--- src/rtl/conv_window_sequencer.sv ---
// rtl/conv_window_sequencer.sv - frame-level sequencer for the sliding-window convolution datapath
module conv_window_sequencer #(
  parameter int IMAGE_WIDTH  = 128,
  parameter int IMAGE_HEIGHT = 128,
  parameter int FILTER_SIZE  = 3,
  parameter int TIMEOUT      = 1024,
  localparam int CW = (IMAGE_WIDTH > 1) ? $clog2(IMAGE_WIDTH) : 1,
  localparam int RW = (IMAGE_HEIGHT > 1) ? $clog2(IMAGE_HEIGHT) : 1
) (
  input  logic          clk,
  input  logic          rst,
  input  logic          start,
  input  logic          abort,
  output logic          busy,
  output logic          done,
  output logic          error,
  output logic          load_req,
  output logic [RW-1:0] load_row_base,
  input  logic          load_ack,
  output logic          shift_en,
  output logic          shift_buffer,
  input  logic          window_valid,
  input  logic          new_buffer,
  output logic          conv_start,
  input  logic          conv_done,
  output logic [CW-1:0] out_col,
  output logic [RW-1:0] out_row
);

  localparam int OUT_W = IMAGE_WIDTH - FILTER_SIZE + 1;
  localparam int OUT_H = IMAGE_HEIGHT - FILTER_SIZE + 1;
  localparam int TW    = $clog2(TIMEOUT + 1);

  localparam logic [CW-1:0] COL_LAST = CW'(OUT_W - 1);
  localparam logic [RW-1:0] ROW_LAST = RW'(OUT_H - 1);
  localparam logic [TW-1:0] TO_LAST  = TW'(TIMEOUT - 1);

  typedef enum logic [3:0] {
    S_IDLE,
    S_LOAD,
    S_PRIME,
    S_WAIT_WIN,
    S_CONV,
    S_WAIT_CONV,
    S_ROW_END,
    S_DONE,
    S_ERR
  } state_t;

  state_t        state, state_nxt;
  logic [CW-1:0] col, col_nxt;
  logic [RW-1:0] row, row_nxt;
  logic [TW-1:0] tcnt, tcnt_nxt;
  logic          shift_q, shift_nxt;
  logic          expired;

  // A wait state gives up once it has spent TIMEOUT cycles without its event
  assign expired = (tcnt == TO_LAST);

  // State, position counters, wait timer and the registered shift_buffer pulse
  always_ff @(posedge clk or negedge rst) begin
    if (!rst) begin
      state   <= S_IDLE;
      col     <= '0;
      row     <= '0;
      tcnt    <= '0;
      shift_q <= 1'b0;
    end else begin
      state   <= state_nxt;
      col     <= col_nxt;
      row     <= row_nxt;
      tcnt    <= tcnt_nxt;
      shift_q <= shift_nxt;
    end
  end

  // Next state; the wait timer restarts from zero whenever a wait state is entered
  always_comb begin
    state_nxt = state;
    col_nxt   = col;
    row_nxt   = row;
    tcnt_nxt  = '0;
    shift_nxt = 1'b0;
    unique case (state)
      S_IDLE, S_ERR: begin
        if (start) begin
          state_nxt = S_LOAD;
          col_nxt   = '0;
          row_nxt   = '0;
        end
      end
      S_LOAD: begin
        if (load_ack)     state_nxt = S_PRIME;
        else if (expired) state_nxt = S_ERR;
        else              tcnt_nxt  = tcnt + TW'(1);
      end
      S_PRIME: state_nxt = S_WAIT_WIN;
      S_WAIT_WIN: begin
        if (window_valid) state_nxt = S_CONV;
        else if (expired) state_nxt = S_ERR;
        else              tcnt_nxt  = tcnt + TW'(1);
      end
      S_CONV: state_nxt = S_WAIT_CONV;
      S_WAIT_CONV: begin
        // conv_done is tested first so a finish on the last allowed cycle still counts
        if (conv_done) begin
          shift_nxt = 1'b1;
          if (col == COL_LAST) begin
            state_nxt = S_ROW_END;
          end else begin
            col_nxt   = col + CW'(1);
            state_nxt = S_WAIT_WIN;
          end
        end else if (expired) begin
          state_nxt = S_ERR;
        end else begin
          tcnt_nxt = tcnt + TW'(1);
        end
      end
      S_ROW_END: begin
        if (new_buffer) begin
          if (row == ROW_LAST) begin
            state_nxt = S_DONE;
          end else begin
            row_nxt   = row + RW'(1);
            col_nxt   = '0;
            state_nxt = S_LOAD;
          end
        end else if (expired) begin
          state_nxt = S_ERR;
        end else begin
          tcnt_nxt = tcnt + TW'(1);
        end
      end
      S_DONE: begin
        state_nxt = S_IDLE;
        col_nxt   = '0;
        row_nxt   = '0;
      end
      default: state_nxt = S_IDLE;
    endcase
    // abort beats every handshake, including one completing this very cycle
    if (abort && state != S_IDLE) begin
      state_nxt = S_IDLE;
      col_nxt   = '0;
      row_nxt   = '0;
      tcnt_nxt  = '0;
      shift_nxt = 1'b0;
    end
  end

  // Outputs decode registered state only, so no input reaches an output combinationally
  assign busy          = (state == S_LOAD) || (state == S_PRIME) || (state == S_WAIT_WIN) ||
                         (state == S_CONV) || (state == S_WAIT_CONV) || (state == S_ROW_END);
  assign done          = (state == S_DONE);
  assign error         = (state == S_ERR);
  assign load_req      = (state == S_LOAD);
  assign load_row_base = (state == S_LOAD) ? row : '0;
  assign shift_en      = (state == S_PRIME);
  assign shift_buffer  = shift_q;
  assign conv_start    = (state == S_CONV);
  assign out_col       = col;
  assign out_row       = row;

endmodule

--- config.mk ---
export PLATFORM = sky130hd
export DESIGN_NAME = conv_window_sequencer
export DESIGN_NICKNAME = d
export VERILOG_FILES = /design/src/rtl/conv_window_sequencer.sv
export SDC_FILE = /design/constraint.sdc
export NUM_CORES = 1
export LEC_CHECK = 0
export ABC_AREA = 1
export BUFFER_PORTS_ARGS = -buffer_cell sky130_fd_sc_hd__buf_2
export CAP_MARGIN = 20
export CORE_MARGIN = 2
export CORE_UTILIZATION = 23
export DETAILED_ROUTE_END_ITERATION = 10
export PLACE_DENSITY = 0.45
export SLEW_MARGIN = 20
export SYNTH_ARGS = -nofsm -noshare
export SYNTH_HDL_FRONTEND = slang
export SYNTH_SLANG_ARGS = --single-unit
--- constraint.sdc ---
create_clock -name clk -period 1.85 [get_ports clk]
set_input_delay 0.2775 -clock clk [delete_from_list [all_inputs] [get_ports clk]]
set_output_delay 0.2775 -clock clk [all_outputs]
set_load 0.1 [all_outputs]
==> results of run 1 <==
## flip-flops by register name (all words and copies together) (netlist names)
register      cells
out_col           7
state             4
tcnt             11
out_row           7
shift_buffer      1
## synthesized netlist by cell type
master,instances
o21ai_2,5
nor2_8,1
nand2_1,84
o21ai_1,2
nor2_2,3
a21oi_1,7
nor3_1,2
buf_4,1
o21ai_0,5
xnor2_1,2
ha_1,5
inv_1,33
nand2_2,5
inv_2,5
a21oi_2,1
a211oi_1,1
nand3b_1,3
nor2_1,52
nand4_1,7
o21bai_1,1
o211ai_2,1
nand3_1,30
dfrtp_1,30
xor2_1,8
buf_6,1
## worst max-delay path by stage
stage                     cells past startpoint                endpoint            startpoint
after global placement                        7  out_row[4]$_DFFE_PN0P_  state[0]$_DFFE_PN0N_
after global routing                          7        load_row_base[6]  state[3]$_DFFE_PN0N_
after floorplan                               5        load_row_base[0]  state[3]$_DFFE_PN0N_
after detailed placement                      7  out_row[4]$_DFFE_PN0P_  state[0]$_DFFE_PN0N_
final                                         7        load_row_base[5]  state[3]$_DFFE_PN0N_
after CTS                                     7        load_row_base[5]  state[2]$_DFFE_PN0N_
## layer usage
layer	up-vias	track usage, %
li1	1037	-
met2	38	20.7
met3	4	2.73
met1	926	15.4
met4	0	3.63
met5	-	0
## placed cells by master, fill, tap and decap left out, types with 2 or more instances in the layout
| master | n |
|---|---|
| nand4_1 | 7 |
| nand3_1 | 30 |
| ha_1 | 5 |
| o21ai_2 | 5 |
| inv_1 | 30 |
| buf_4 | 13 |
| nor3_1 | 2 |
| buf_2 | 23 |
| nor2_4 | 10 |
| nor2_2 | 4 |
| o21ai_0 | 5 |
| o21ai_1 | 2 |
| xnor2_1 | 2 |
| buf_12 | 13 |
| nand2_2 | 4 |
| inv_2 | 7 |
| a21oi_1 | 7 |
| dfrtp_2 | 12 |
| xor2_1 | 8 |
| nor2_1 | 41 |
| nand2_1 | 82 |
| clkbuf_8 | 6 |
| nand2_4 | 2 |
| nand3b_1 | 3 |
| dfrtp_1 | 17 |
## worst max-delay path: cells and delay by family (launching register included)
family	cells	cell delay (ns)
buffers and inverters	4	0.50
DFF	1	0.45
and+or+nand+nor	3	0.36
## power by group through the flow
stage / registers [mW] / clock network (mW) / logic, mW
floorplan: 0.787 / 0 / 1.01
global placement: 0.766 / 0 / 1.47
detailed placement: 0.765 / 0 / 1.47
CTS: 0.756 / 0.584 / 1.58
global route: 0.764 / 0.611 / 1.72
finish: 0.757 / 0.567 / 1.61
## metrics by stage
step	util [%]	area, sq um	power, mW
4_1_cts	32.4	2800	2.92
6_report	32.8	2830	2.93
3_5_place_dp	30.6	2640	2.23
3_3_place_gp	30.6	2640	2.23
5_1_grt	32.8	2830	3.10
2_1_floorplan	-	2110	1.80
## what timing repair did
item                       CTS  global route
gates resized for setup      8             4
setup buffers                4             2
pin swaps                    2             4
setup endpoints to repair    9            14
hold buffers                 0             0
## cell type report
| type | instances | area [sq um] |
|---|---|---|
| fill | 945 | 5810 |
| clock inverter | 1 | 5.00 |
| timing repair buffer | 49 | 473 |
| inverter | 38 | 146 |
| sequential | 30 | 769 |
| clock buffer | 7 | 86.3 |
| multi-input combinational | 225 | 1210 |
| tap | 108 | 135 |
## cells by family after synthesis
family,Yosys count
AND/OR/NAND/NOR,187
buffers and inverters,40
XOR/XNOR,10
adder cells (fa/ha/maj),5
AO/OA/AOI/OAI,23
flip-flops,30
==> metrics, run 1 <==
final setup TNS -0.157 ns; Max Slew Vio Count 0; Global Route Usage Sum about an eighth; IO Count 36; clock network latency to the later pin of the worst-skew pair 0.28 ns; clk sink count 30; # diodes 0; Hold Path Class in2async; Mean Syn Cell Area 6.85 sq um; main combinational cell family by area after synthesis simple AND/OR/NAND/NOR gates; largest net degree at the start of global routing 31; clock root buffer clkbuf_8; Remaining DRCs 0; TritonCTS clock tree yes; Rows 34; syn nets roughly 300; Synth area leader dfrtp_1; fin nets 362; Final period util 101%; failing checks setup timing; power density cells between 1000 and 1500 nW/um^2; Tmin final 1.88 ns; WS Path Type reg2out; GR Overflow Total 0; crit end category output pin; status finished with violations; Vias/cell 4.38; clock share of power 19.3%; switching share of power between 40% and 50%; Synthesis Warnings 0; RSZ-0062 raised after global routing true; Max Cap Viol 0; internal power ~1.5 mW; pre-CTS setup slack 0.0159 ns; detailed placer's ending HPWL 4100 um; Psw about 1.4 mW; synth top area cells dfrtp_1 37%, nand2_1 16%, nor2_1 9.7%, nand3_1 7.4%, inv_1 6.1%; Antenna Violating Nets Remaining 0; Max Clk Rate roughly 530 MHz; final hold slack roughly 0.0019 ns; First DRT Iteration DRCs 65; initial antenna violation count 0; first-pass GRT wire length roughly 9500 um; initial cell density of the core between 20% and 30%; Adder-Cell Fraction of Synth Area 3.10%; Req. time, crit path 1.57 ns; placed cell count 444; critical path arrival about 1.6 ns; post-synth top area share a little under two fifths; P_leak approximately 1.3 nW; final WL around 5700 um; share of layout cells above drive strength 1 between 30% and 40%; Crit path largest cell delay ~0.45 ns; Highest Signal Layer met4; Synth-to-Final Area Change 40.1%; # setup viols final 7; Die Span Y ~100 um; Avg WL per Cell roughly 12 um; Die ar. about 9500 sq um; crit-path max FO 7; final worst setup slack -0.0274 ns; Compound-Gate Fraction of Synth Area 7.43%; Vias about 2,000; Num CTS Buffers 5; Comb pwr share between 50% and 60%; metal2 WL about 2900 um; sequential group share of total power 25.8%; Slowest-stage cell, CP dfrtp_2; hold violation count in the final report 0; Longest Clk Path Bufs 2; met1 wire length about 2500 um; Final Wtd Congestion 0.771; Slew HR a little under 70%; R2R cell count 8; measured slew at the worst slew-check pin ~0.49 ns; skew final about 0.0036 ns; Cells after Synth 295; reg-to-reg critical path startpoint state[2]$_DFFE_PN0N_; Die Width just under 100 um; DR WL met3 208 um; mux cell area share after synthesis 0%; worst vdd ir between 0.5 and 0.6 mV; xor and xnor area share after synthesis around 4.3%; IO Port Bufs 35; crit-path most repeated cell nor2_4; length of the first detailed-routing pass in iterations 4; Synth Area in Simple Gates 40.0%; final std cells w/o fill approximately 460; vias in the first global route between 1,500 and 2,000; clk slew on worst S/H paths ~0.070 ns; Core ar. approximately 8600 sq um; Crit Reg-Reg Endpoint tcnt[0]$_DFF_PN0_; Seq/Total Area, Yosys 37.2%; FF-to-FF setup slack around 0.13 ns; Startpoint Class flop; Seq cells post-synth 30; Synth cell types 25; CP cell instances nor2_4, inv_2, nor2_4, clkinvlp_4, buf_12, nor2_4, buf_12; Post-Synthesis Cell Area a little over 2000 sq um; H-tree Lvls 2
Power figures use the tool's default switching activity.
==> run 2, diff against run 1 <==
--- a/config.mk
+++ b/config.mk
@@ -6,12 +6,12 @@
 export NUM_CORES = 1
 export LEC_CHECK = 0
 export ABC_AREA = 1
-export BUFFER_PORTS_ARGS = -buffer_cell sky130_fd_sc_hd__buf_2
 export CAP_MARGIN = 20
 export CORE_MARGIN = 2
 export CORE_UTILIZATION = 23
 export DETAILED_ROUTE_END_ITERATION = 10
-export PLACE_DENSITY = 0.45
+export DONT_BUFFER_PORTS = 1
+export PLACE_DENSITY = 0.41
 export SLEW_MARGIN = 20
 export SYNTH_ARGS = -nofsm -noshare
 export SYNTH_HDL_FRONTEND = slang
==> constraint.sdc (replaced) <==
create_clock -name clk -period 2.2 [get_ports clk]
set_input_delay 0.33 -clock clk [delete_from_list [all_inputs] [get_ports clk]]
set_output_delay 0.33 -clock clk [all_outputs]
set_load 0.1 [all_outputs]
==> run 2 against run 1 <==
Sequential share of layout area rose by 1.1 points. The flow now finishes without violations. Non-clock buffer count fell by 18. Global-route usage rose by 0.51 points.
==> metrics, run 2 (synthesis results as in run 1) <==
# fillers between 900 and 1,000; critical path arrival approximately 1.7 ns; Longest Clk Path Bufs 2; most frequent cells in the layout 84 x nand2_1, 42 x nor2_1, 32 x inv_1; Final Wtd Congestion 0.816; DR WL met3 227 um; largest net degree at the start of global routing 31; Tmin final slightly above 2 ns; Num CTS Buffers 5; crit end category output pin; crit-path most repeated cell nor2_4; Synth-to-Final Area Change 31.2%; Slowest-stage cell, CP dfrtp_1; status completed; CP cell instances nor2_4, inv_1, nor2_4, clkinvlp_4, buf_12, nor2_4, buf_12; Rows 34; final hold slack between 0.2 and 0.3 ns; P_leak around 1.3 nW; Highest Signal Layer met4; # setup viols final 0; Vias/cell between 4 and 5; Design Power about 2.2 mW; crit-path max FO 6; Max Clk Rate between 400 and 500 MHz; Crit path largest cell delay around 0.45 ns; H-tree Lvls 2; hold violation count in the final report 0; Startpoint Class flop; Vias 1,920; Hold Path Class in2reg; RSZ-0062 raised after global routing false; clk sink count 30; Core ar. about 8600 sq um; measured slew at the worst slew-check pin ~0.58 ns; clock root buffer clkbuf_8; clk slew on worst S/H paths 0.06 ns; max FFs per register 11; Req. time, crit path 1.87 ns; Remaining DRCs 0; length of the first detailed-routing pass in iterations 4; First DRT Iteration DRCs 64; Slew HR 61.6%; Max Cap Viol 0; Placed Area roughly 2500 sq um; Max Slew Vio Count 0; most flop-heavy register tcnt; multi-input combinational cell area ~1200 sq um; Avg WL per Cell ~13 um; # diodes 0; first-pass GRT wire length about 9800 um; share of layout cells above drive strength 1 between 20% and 30%; commonest non-fill, non-tap cell in the layout nand2_1; Die Width between 90 and 100 um; Final period util roughly 90%; detailed placer's ending HPWL approximately 4100 um; IO Port Bufs 0; GR Overflow Total 0; initial antenna violation count 0; IO Count 36; Antenna Violating Nets Remaining 0; WS Path Type reg2out; worst vdd ir 0.341 mV; Final Instance Area about 2600 sq um; final setup TNS 0 ns; fin nets ~340; clock network latency to the later pin of the worst-skew pair 0.29 ns; met1 wire length ~2600 um; Die ar. around 9500 sq um; vias in the first global route 1,969; register area roughly 750 sq um; initial cell density of the core 23.4%; Global Route Usage Sum between 10% and 20%; Die Span Y ~98 um; final WL about 5500 um; TritonCTS clock tree yes; metal2 WL between 2000 and 3000 um; skew final about 0.012 ns; power density cells between 800 and 900 nW/um^2
-- run 2: cell types whose count changed in the layout (fill, tap and decap cells not counted), sizes merged --
cell / change
buf: -19
dlygate4sd3: +1
-- run 2: what timing repair did --
item,4_1_cts,5_1_grt
setup endpoints to repair,0,7
gates resized for setup,0,2
endpoints found under the hold margin,30,0
hold buffers,2,0
setup buffers,0,1
-- run 2: power by group --
| part | internal (mW) | switching [mW] |
|---|---|---|
| Clock | 0.252 | 0.224 |
| Sequential | 0.583 | 0.0513 |
| Combinational | 0.255 | 0.854 |
-- run 2: layout make-up --
type | instances | area share [%]
well taps | 108 | 5.10
repair buffers | 31 | 13.1
clock buffers | 7 | 3.26
flip-flops and latches | 30 | 28.3
inverters | 38 | 5.53
clock inverters | 1 | 0.189
multi-input cells | 225 | 44.4
-- run 2: final timing paths --
check	depth (start not counted)	slack, ns	startpoint	endpoint
worst max-delay path	7	0.16	state[3]$_DFFE_PN0N_	load_row_base[6]
worst min-delay path	2	0.25	conv_done	shift_buffer$_DFF_PN0_
worst max register to register	8	0.35	state[1]$_DFFE_PN0N_	out_row[3]$_DFFE_PN0P_
worst min register to register	1	0.53	tcnt[0]$_DFF_PN0_	tcnt[0]$_DFF_PN0_
max in group asynchronous	2	1.51	rst	tcnt[7]$_DFF_PN0_
min in group asynchronous	2	0.50	rst	state[0]$_DFFE_PN0N_
-- run 2: through the flow --
stage | util (%) | std cells | setup WS (ns)
after floorplan | - | 295 | -0.325
after global placement | 28.9 | 429 | 0.314
after CTS | 30.3 | 439 | 0.0473
after detailed placement | 28.9 | 429 | 0.338
final | 30.7 | 440 | 0.161
after global routing | 30.7 | 440 | 0.0557
-- run 2: per-layer routing --
metal / vias to the layer above / GRT usage (%)
met5: - / 0
met4: 0 / 4.17
met3: 7 / 2.73
met2: 36 / 21.1
met1: 874 / 16.4
li1: 1003 / -
-- run 2: worst max-delay path, delay by kind of cell (launching register included) --
family | cells | cell delay, ns
buffers and inverters | 4 | 0.58
AND/OR/NAND/NOR | 3 | 0.41
flip-flops | 1 | 0.45
==> run 3, diff against run 2 <==
--- a/config.mk
+++ b/config.mk
@@ -8,10 +8,10 @@
 export ABC_AREA = 1
 export CAP_MARGIN = 20
 export CORE_MARGIN = 2
-export CORE_UTILIZATION = 23
+export CORE_UTILIZATION = 45
 export DETAILED_ROUTE_END_ITERATION = 10
 export DONT_BUFFER_PORTS = 1
-export PLACE_DENSITY = 0.41
+export PLACE_DENSITY = 0.65
 export SLEW_MARGIN = 20
 export SYNTH_ARGS = -nofsm -noshare
 export SYNTH_HDL_FRONTEND = slang
==> run 3 against run 2 <==
Die area fell by 47%. Hold slack got worse by 0.035 ns. Flip-flop and latch count stayed put. Critical path depth unchanged. Combinational power barely moved. Wire length decreased by 14%. Global-route usage up 7.4 points. Highest routed layer unchanged. First-iteration DRC count is 97% higher. Non-clock buffer count stayed put. Setup slack lost 0.020 ns.
==> metrics, run 3 (synthesis results as in run 1) <==
status completed; Die ar. about 5000 sq um; IO Count 36; crit end category output pin; final worst setup slack 0.141 ns; detailed placer's ending HPWL between 3000 and 4000 um; Die Width 71.0 um; critical path arrival between 1.5 and 2 ns; First DRT Iteration DRCs around 130; H-tree Lvls 2; Max Slew Vio Count 0; clock network latency to the later pin of the worst-skew pair 0.29 ns; final setup TNS 0 ns; # diodes 0; FF-to-FF setup slack roughly 0.32 ns; worst setup path startpoint state[3]$_DFFE_PN0N_; most frequent cells in the layout 84 x nand2_1, 42 x nor2_1, 32 x inv_1; Rows 24; R2R cell count 8; Synth-to-Final Area Change 28.3%; initial cell density of the core 46.7%; Die Span Y between 70 and 80 um; multi-input combinational cell area ~1200 sq um; Final period util between 90 and 100%; clock root buffer clkbuf_8; crit-path max FO 7; Antenna Violating Nets Remaining 0; WS Path Type reg2out; Tmin final just over 2 ns; length of the first detailed-routing pass in iterations 4; Num CTS Buffers 5; IO Port Bufs 0; Remaining DRCs 0; # setup viols final 0; hold violation count in the final report 0; power density cells roughly 890 nW/um^2; commonest non-fill, non-tap cell in the layout nand2_1; GR Layer Usage met1 between 20% and 30%; Core ar. roughly 4300 sq um; final WL 4760 um; GR Overflow Total 0; Startpoint Class flop; Avg WL per Cell between 10 and 15 um; # fillers around 420; reg-to-reg critical path startpoint state[1]$_DFFE_PN0N_; measured slew at the worst slew-check pin between 0.5 and 0.6 ns; share of layout cells above drive strength 1 a little over a fifth; Slew HR a little over 60%; pre-CTS setup slack between 0.3 and 0.4 ns; Global Route Usage Sum about a fifth; utilization after layout 59.9%; register area roughly 750 sq um; worst vdd ir 0.398 mV; RSZ-0062 raised after global routing false; skew final 0.00324 ns; vias in the first global route 1,888; Crit Reg-Reg Endpoint out_row[1]$_DFFE_PN0P_; Req. time, crit path ~1.9 ns; Final Wtd Congestion 0.838; max FFs per register 11; first-pass GRT wire length 8220 um; clk sink count 30; GR Layer Usage met2 32.6%; largest net degree at the start of global routing 31; P_leak ~1.3 nW; Vias/cell 5.22; Max Cap Viol 0; CP Capture Point load_row_base[4]; most flop-heavy register tcnt; fin nets 344; Longest Clk Path Bufs 2; met3 Use GR roughly 4.7%; initial antenna violation count 0; TritonCTS clock tree yes; Hold Path Class in2reg; Max Clk Rate between 400 and 500 MHz; Vias about 2,000; clk slew on worst S/H paths 0.07 ns; Top Usage Layer GRT met2
[run 3: worst max-delay path, cell delays in order (launching register included)]
cell	delay (ns)
dfrtp_1	0.42
nor2_2	0.24
inv_1	0.11
nor2_4	0.12
clkinvlp_4	0.11
buf_12	0.16
nor2_4	0.10
buf_12	0.18
[run 3: through the flow]
stage	power (mW)	std cells	hold slack [ns]	cell area (sq um)
after global placement	1.66	373	0.0351	2430
after global routing	2.43	384	0.223	2590
final	2.30	384	0.216	2590
after detailed placement	1.67	373	0.0354	2430
after CTS	2.25	383	0.210	2570
after floorplan	1.50	295	0.0344	2080
[run 3: area by class of cell]
cell class | instances | share of cell area, %
flip-flops and latches | 30 | 29.0
clock inverters | 3 | 1.55
multi-input cells | 225 | 45.2
repair buffers | 31 | 13.4
clock buffers | 5 | 2.66
inverters | 38 | 5.65
well taps | 52 | 2.51
[run 3: repair_timing]
action,CTS,global route
hold buffers,2,0
buffers inserted,0,1
setup endpoints to repair,0,7
endpoints found under the hold margin,30,0
gates resized for setup,0,1
[run 3: worst min path at each step]
stage,from,end,slack [ns],depth (start not counted)
detailed placement,rst,state[0]$_DFFE_PN0N_,0.04,0
global route,conv_done,shift_buffer$_DFF_PN0_,0.22,2
CTS,conv_done,shift_buffer$_DFF_PN0_,0.21,2
global placement,rst,state[0]$_DFFE_PN0N_,0.04,0
floorplan,rst,out_col[0]$_DFFE_PN0P_,0.03,0
finish,conv_done,shift_buffer$_DFF_PN0_,0.22,2
[run 3: power breakdown]
part	internal, mW	switching, mW
Clock	0.333	0.232
Combinational	0.254	0.846
Sequential	0.583	0.0490
[run 3: per-layer routing]
metal	routed length [um]	share of wire, %
met1	2140	45
met2	2300	48
met3	246	5.2
met4	73	1.5
met5	0	0
